==> src/rtl/memref_arb2.sv <==
// memref_arb2: round-robin arbiter sharing one single-port memref between two requesters.
// Optional 16-bit saturating contention counter enabled by MEMREF_ARB_PERF_EN.
module memref_arb2 #(
  parameter int WIDTH  = 32,
  parameter int ADDR_W = 6
) (
  input  logic              clk,
  input  logic              rst,
  input  logic              r0_en,
  input  logic              r0_wr_en,
  input  logic [ADDR_W-1:0] r0_addr,
  input  logic [WIDTH-1:0]  r0_wr_data,
  output logic              r0_gnt,
  output logic              r0_rd_valid,
  output logic [WIDTH-1:0]  r0_rd_data,
  input  logic              r1_en,
  input  logic              r1_wr_en,
  input  logic [ADDR_W-1:0] r1_addr,
  input  logic [WIDTH-1:0]  r1_wr_data,
  output logic              r1_gnt,
  output logic              r1_rd_valid,
  output logic [WIDTH-1:0]  r1_rd_data,
  output logic              mem_en,
  output logic              mem_wr_en,
  output logic [ADDR_W-1:0] mem_addr,
  output logic [WIDTH-1:0]  mem_wr_data,
  input  logic [WIDTH-1:0]  mem_rd_data
`ifdef MEMREF_ARB_PERF_EN
  ,
  output logic [15:0]       conflict_cnt
`endif
);
  logic prio_q, prio_d;
  logic pend_v_q, pend_v_d;
  logic pend_id_q, pend_id_d;
  always_comb begin
    r0_gnt      = !rst && r0_en && (!r1_en || !prio_q);
    r1_gnt      = !rst && r1_en && (!r0_en || prio_q);
    mem_en      = r0_gnt || r1_gnt;
    mem_wr_en   = r0_gnt ? r0_wr_en : r1_gnt ? r1_wr_en : 1'b0;
    mem_addr    = r0_gnt ? r0_addr : r1_gnt ? r1_addr : '0;
    mem_wr_data = r0_gnt ? r0_wr_data : r1_gnt ? r1_wr_data : '0;
    prio_d      = r0_gnt ? 1'b1 : r1_gnt ? 1'b0 : prio_q;
    pend_v_d    = (r0_gnt && !r0_wr_en) || (r1_gnt && !r1_wr_en);
    pend_id_d   = r1_gnt;
  end
  always_ff @(posedge clk) begin
    if (rst) begin
      prio_q    <= 1'b0;
      pend_v_q  <= 1'b0;
      pend_id_q <= 1'b0;
    end else begin
      prio_q    <= prio_d;
      pend_v_q  <= pend_v_d;
      pend_id_q <= pend_id_d;
    end
  end
  // A read tag left over from before reset must not surface while rst is high.
  always_comb begin
    r0_rd_valid = pend_v_q && !pend_id_q && !rst;
    r1_rd_valid = pend_v_q && pend_id_q && !rst;
    r0_rd_data  = r0_rd_valid ? mem_rd_data : '0;
    r1_rd_data  = r1_rd_valid ? mem_rd_data : '0;
  end
`ifdef MEMREF_ARB_PERF_EN
  logic [15:0] cnt_q, cnt_d;
  always_comb cnt_d = (r0_en && r1_en && cnt_q != 16'hFFFF) ? cnt_q + 16'd1 : cnt_q;
  always_ff @(posedge clk) begin
    if (rst) cnt_q <= '0;
    else cnt_q <= cnt_d;
  end
  assign conflict_cnt = cnt_q;
`endif
endmodule

==> config.mk <==
export PLATFORM = sky130hd
export DESIGN_NAME = memref_arb2
export DESIGN_NICKNAME = d
export VERILOG_FILES = /design/src/rtl/memref_arb2.sv
export SDC_FILE = /design/constraint.sdc
export NUM_CORES = 1
export LEC_CHECK = 0
export CORE_AREA = 2 2 86 88
export DETAILED_ROUTE_END_ITERATION = 12
export DIE_AREA = 0 0 88 90
export PLACE_DENSITY = 0.75
export SYNTH_ARGS = -nofsm -noshare
export SYNTH_HDL_FRONTEND = slang
export SYNTH_SLANG_ARGS = --single-unit
==> constraint.sdc <==
create_clock -name clk -period 1.1 [get_ports clk]
set_input_delay 0.22 -clock clk [delete_from_list [all_inputs] [get_ports clk]]
set_output_delay 0.22 -clock clk [all_outputs]
set_load 0.01 [all_outputs]
==> Word-level counts from Yosys, hierarchy flattened <==
Index checks and enable logic that the tools add are counted.
{ "classes": {"reduce_logical": 22, "n_mux": 10} }
{ "ops": {"columns": ["cell", "count"], "rows": [
  ["two-way mux 32 bit", 4],
  ["two-way mux 6 bit", 2],
  ["logical AND 1 bit", 10],
  ["zero test 1 bit", 7],
  ["logical OR 1 bit", 4],
  ["two-way mux 1 bit", 4],
  ["nonzero test 2 bit", 1]
]} }
{ "totals": {"output_inout_bits": 108, "input_bits": 114, "regBits": 3} }

==> Longest topological paths before layout <==
{ "logic_depth": {"depth_word": 5, "ltp_mapped": 5, "depth_no_buf": 3} }

==> Least setup slack after synthesis <==
No wires, ideal clock.
{ "synth_path": {"kind": "flip-flop to output port", "start": "reg prio_q", "end": "out mem_wr_data[22]", "required_time_ns": 0.880, "arrival_ns": 0.958, "path_stages_with_launch": 5, "setup_slack_ns": -0.078, "cell_sequence": "dfxtp_1 -> nand2b_1 -> buf_2 -> a32oi_1 -> nor2_1"} }
{ "synth_via": {"elab_chain_cells": 4, "word_cells_on_any_way": 7} }
{ "synth_lines": {"columns": ["element", "line", "text"], "rows": [
  ["start: declaration", "33", "logic prio_q, prio_d;"],
  ["start signal: assignment", "53", "prio_q <= prio_d;"],
  ["logical OR 1 bit or zero test 1 bit (tied branches)", "38, 37", null],
  ["logical AND 1 bit or logical OR 1 bit (tied branches)", "38, 37", null],
  ["two-way mux 32 bit or logical AND 1 bit (tied branches)", "42, 37", null],
  ["two-way mux 32 bit (*)", "42", "mem_wr_data = r0_gnt ? r0_wr_data : r1_gnt ? r1_wr_data : '0;"],
  ["end: declaration", "26", "output logic [WIDTH-1:0] mem_wr_data,"]
]} }
Mark *: on every way between the ends. The rest lies on a longest branch, timed or not.

==> Worst setup path in the final report <==
{ "layout_path": {"start": "reg prio_q", "end": "out mem_wr_data[2]"} }
The elaborated chain is that of the path after synthesis.

==> results.sh <==
export IMPL_coreArea_um2=7020
export IMPL_drt_iter0_drc=54
export IMPL_clock_root_buffer="clkbuf_8"
export IMPL_clock_sinks=3
export IMPL_startpoint="prio_q$_SDFFE_PP0P_"
export IMPL_yosys_warnings=0
export IMPL_row_count=31
export IMPL_cpLargestDelayFamily="buffers and inverters"
export IMPL_max_stage_delay_ns=0.35
export IMPL_p_sw_share_pct=38.2
export IMPL_yosysMostFrequentCell="nor2_1"
export IMPL_first_global_vias=2875
export IMPL_crit_reg2reg_launch="prio_q$_SDFFE_PP0P_"
export IMPL_slew_viol_final=0
export IMPL_worstPathArrival_ns=1.42
export IMPL_synthTopCellsByCount="nor2_1, a32oi_1, nand2b_1"
export IMPL_chipWidth_um=88
export IMPL_synth_top_area_share_pct=34.3
export IMPL_grt_use_total_pct=22.0
export IMPL_tightest_slew_ns=0.260
export IMPL_clk_path_buf_depth=2
export IMPL_pwr_share_comb_pct=78.1
export IMPL_place_gp_congestion=0.669
export IMPL_crit_buf_inv=3
export IMPL_portBuffers=221
export IMPL_via_per_inst=4.80
export IMPL_synthTopCellsByArea="nor2_1, a32oi_1, nand2b_1"
export IMPL_fin_cells=579
export IMPL_power_leakage_nw=1.94
export IMPL_synth_compound_area_share_pct=29.7
export IMPL_dieHeight_um=90
export IMPL_hold_slack_ns=0.504
export IMPL_drive_gt1_share_pct=53.8
export IMPL_skew_ns=0.00648
export IMPL_via_count=2779
export IMPL_power_density_nw_per_um2=440
export IMPL_max_freq_mhz=609
export IMPL_crit_chain="nand2b_4, buf_4, buf_12, a32oi_2, nor2_1, buf_2"
export IMPL_fin_nets=595
export IMPL_finalCriticalPeriod_ns=1.64
export IMPL_setup_violations=109
export IMPL_syn_cell_area_um2=1210
export IMPL_drt_drc_violations_left=0
export IMPL_worstSetupPathType="reg2out"
export IMPL_insertion_delay_ns=0.22
export IMPL_async_reset_ff_share_pct=0
export IMPL_synth_nets=338
export IMPL_utilization_pct=67.6
export IMPL_ant_nets=0
export IMPL_path_depth=6
export IMPL_placed_cells=528
export IMPL_status="finished, violations left"
export IMPL_h_tree_depth=1
export IMPL_grt_setup_unrepaired="true"
export IMPL_dpl_hpwl_mm=5.52
export IMPL_finalCritPeriodShare_pct=149
export IMPL_cts_buffers_inserted=3
export IMPL_syn_to_final_growth_pct=291
export IMPL_muxShareOfSynthArea_pct=0
export IMPL_overflow=0
export IMPL_synthSimpleGateAreaFrac_pct=54.3
export IMPL_synthCells=224
export IMPL_synth_seq_cells=3
export IMPL_synth_xor_area_share_pct=0
export IMPL_required_ns=0.88
export IMPL_antennaDiodeCount=0
export IMPL_finalHoldViolations=0
export IMPL_synth_area_leader_cell="nor2_1"
export IMPL_grt_pass1_wl_mm=14.0
export IMPL_clk_pin_slew_ns=0.04
export IMPL_max_slew_margin_rel_pct=82.6
export IMPL_slowest_stage="dfxtp_4"
export IMPL_synth_top_family_by_area="simple AND/OR/NAND/NOR gates"
export IMPL_wl_per_cell_um=17.9
export IMPL_worstRegToRegCells=7
export IMPL_cp_max_fo=7
export IMPL_cp_end_kind="output port"
export IMPL_wirelength_mm=10.4
export IMPL_setup_ws_ns=-0.542
export IMPL_dr_pass1_iters=4
export IMPL_synth_cell_types=13
export IMPL_avgSynthCellArea_um2=5.42
export IMPL_dieArea_um2=7920
export IMPL_grt_antenna_before_repair=0
export IMPL_drv_cap=0
export IMPL_p_sw_mw=0.797
export IMPL_endpoint="mem_wr_data[2]"
export IMPL_seq_area_frac_synth_pct=4.95
export IMPL_initial_core_util_pct=17.3
export IMPL_hp_class="in2reg"
export IMPL_synth_fa_ha_area_share_pct=0
export IMPL_ff2ff_setup_slack_ns=-0.23
export IMPL_timing_rr_end="pend_v_q$_SDFF_PP0_"
export IMPL_place_ws_ns=-0.994
export IMPL_failed_checks="negative setup slack"
export IMPL_cts_tree="done"
export IMPL_ioPinCount=222
export IMPL_synth_ff_type="dfxtp_1"
export IMPL_synth_edf_count=0
export IMPL_worst_setup_path_start_kind="flip-flop"
export IMPL_pwr_share_seq_pct=6.1
export IMPL_clkPwrFrac_pct=15.8
export IMPL_vdd_drop_max_mv=0.353
export IMPL_cellInternalPower_mw=1.29
export IMPL_grt_start_max_net_pins=36
==> worst min path at each step <==
stage	end	cells after the start	slack, ns	from
finish	pend_id_q$_SDFF_PP0_	3	0.50	rst
global route	pend_id_q$_SDFF_PP0_	3	0.51	rst
CTS	pend_id_q$_SDFF_PP0_	3	0.49	rst
detailed placement	prio_q$_SDFFE_PP0P_	2	0.52	prio_q$_SDFFE_PP0P_
global placement	prio_q$_SDFFE_PP0P_	2	0.51	prio_q$_SDFFE_PP0P_
floorplan	pend_v_q$_SDFF_PP0_	1	0.32	r1_wr_en
==> registers in the layout, summed over array words and instances, names as in the netlist <==
register   flops
pend_id_q      1
pend_v_q       1
prio_q         1
==> power groups by stage <==
stage / Combinational, mW / Clock [mW] / Sequential [mW]
6_report: 1.63 / 0.330 / 0.127
5_1_grt: 1.72 / 0.350 / 0.128
4_1_cts: 1.49 / 0.344 / 0.126
3_5_place_dp: 1.22 / 0 / 0.125
3_3_place_gp: 1.20 / 0 / 0.125
2_1_floorplan: 0.460 / 0 / 0.124
==> worst reg2reg max path: stages, from the launching register on <==
cell,delay (ns)
dfxtp_4,0.37
nand2b_4,0.17
buf_12,0.13
buf_8,0.12
buf_4,0.12
nand2_4,0.05
buf_6,0.11
o31ai_1,0.16
==> per-stage QoR <==
step / cell area [um2] / power, mW / setup TNS (ns)
2_1_floorplan: 1270 / 0.585 / -1.08
3_3_place_gp: 3600 / 1.33 / -74.68
3_5_place_dp: 3600 / 1.34 / -75.35
4_1_cts: 4200 / 1.96 / -46.10
5_1_grt: 4740 / 2.20 / -46.54
6_report: 4740 / 2.09 / -41.79
==> cell usage in the layout, fill, tap and decap left out <==
master / synthesis / routed
dfxtp_4: 0 / 3
a32oi_2: 0 / 15
nor3_1: 1 / 1
clkdlybuf4s50_1: 0 / 109
clkbuf_8: 0 / 3
clkbuf_16: 0 / 1
nand2_1: 3 / 1
and2_1: 1 / 1
clkbuf_2: 0 / 1
nor2_4: 0 / 54
nor2_2: 0 / 6
nor2_1: 111 / 51
buf_6: 0 / 78
nand2b_4: 0 / 2
dlygate4sd2_1: 0 / 1
buf_2: 14 / 55
buf_16: 0 / 7
clkbuf_1: 13 / 1
o31ai_1: 1 / 1
nand2b_1: 34 / 32
buf_4: 2 / 11
a21boi_4: 0 / 1
nand2_4: 0 / 1
nor3b_2: 0 / 1
nand2_8: 0 / 1
a32oi_1: 39 / 24
buf_8: 0 / 4
buf_12: 0 / 14
==> repair_timing <==
| item | 4_1_cts | 5_1_grt |
|---|---|---|
| setup buffers | 27 | 18 |
| pin swaps | 52 | 47 |
| endpoints found under the setup margin | 111 | 109 |
| gates cloned | 13 | 1 |
| resized for setup | 551 | 141 |
| hold buffers | 0 | 0 |
| endpoints found under the hold margin | 0 | 0 |
==> layout make-up <==
cell class                      count  area, um2
Tap cell                           99        124
Fill cell                         546       2280
Sequential cell                     3       71.3
Multi-Input combinational cell    192       1600
Timing Repair Buffer              281       2900
Clock buffer                        4       45.0
==> cells by family (layout without fill, tap and decap cells) <==
logic type,Yosys count,count (layout)
buf+inv,29,285
simple gates,151,151
compound gates,41,41
flops,3,3
==> layer usage <==
metal,GRT usage (%),up-vias,part of all wire [%]
met2,42.7,162,53
li1,-,1291,-
met5,0,-,0
met4,5.64,0,2.6
met1,23.4,1303,36
met3,4.32,23,7.6
(Power assumes the default switching activity.)
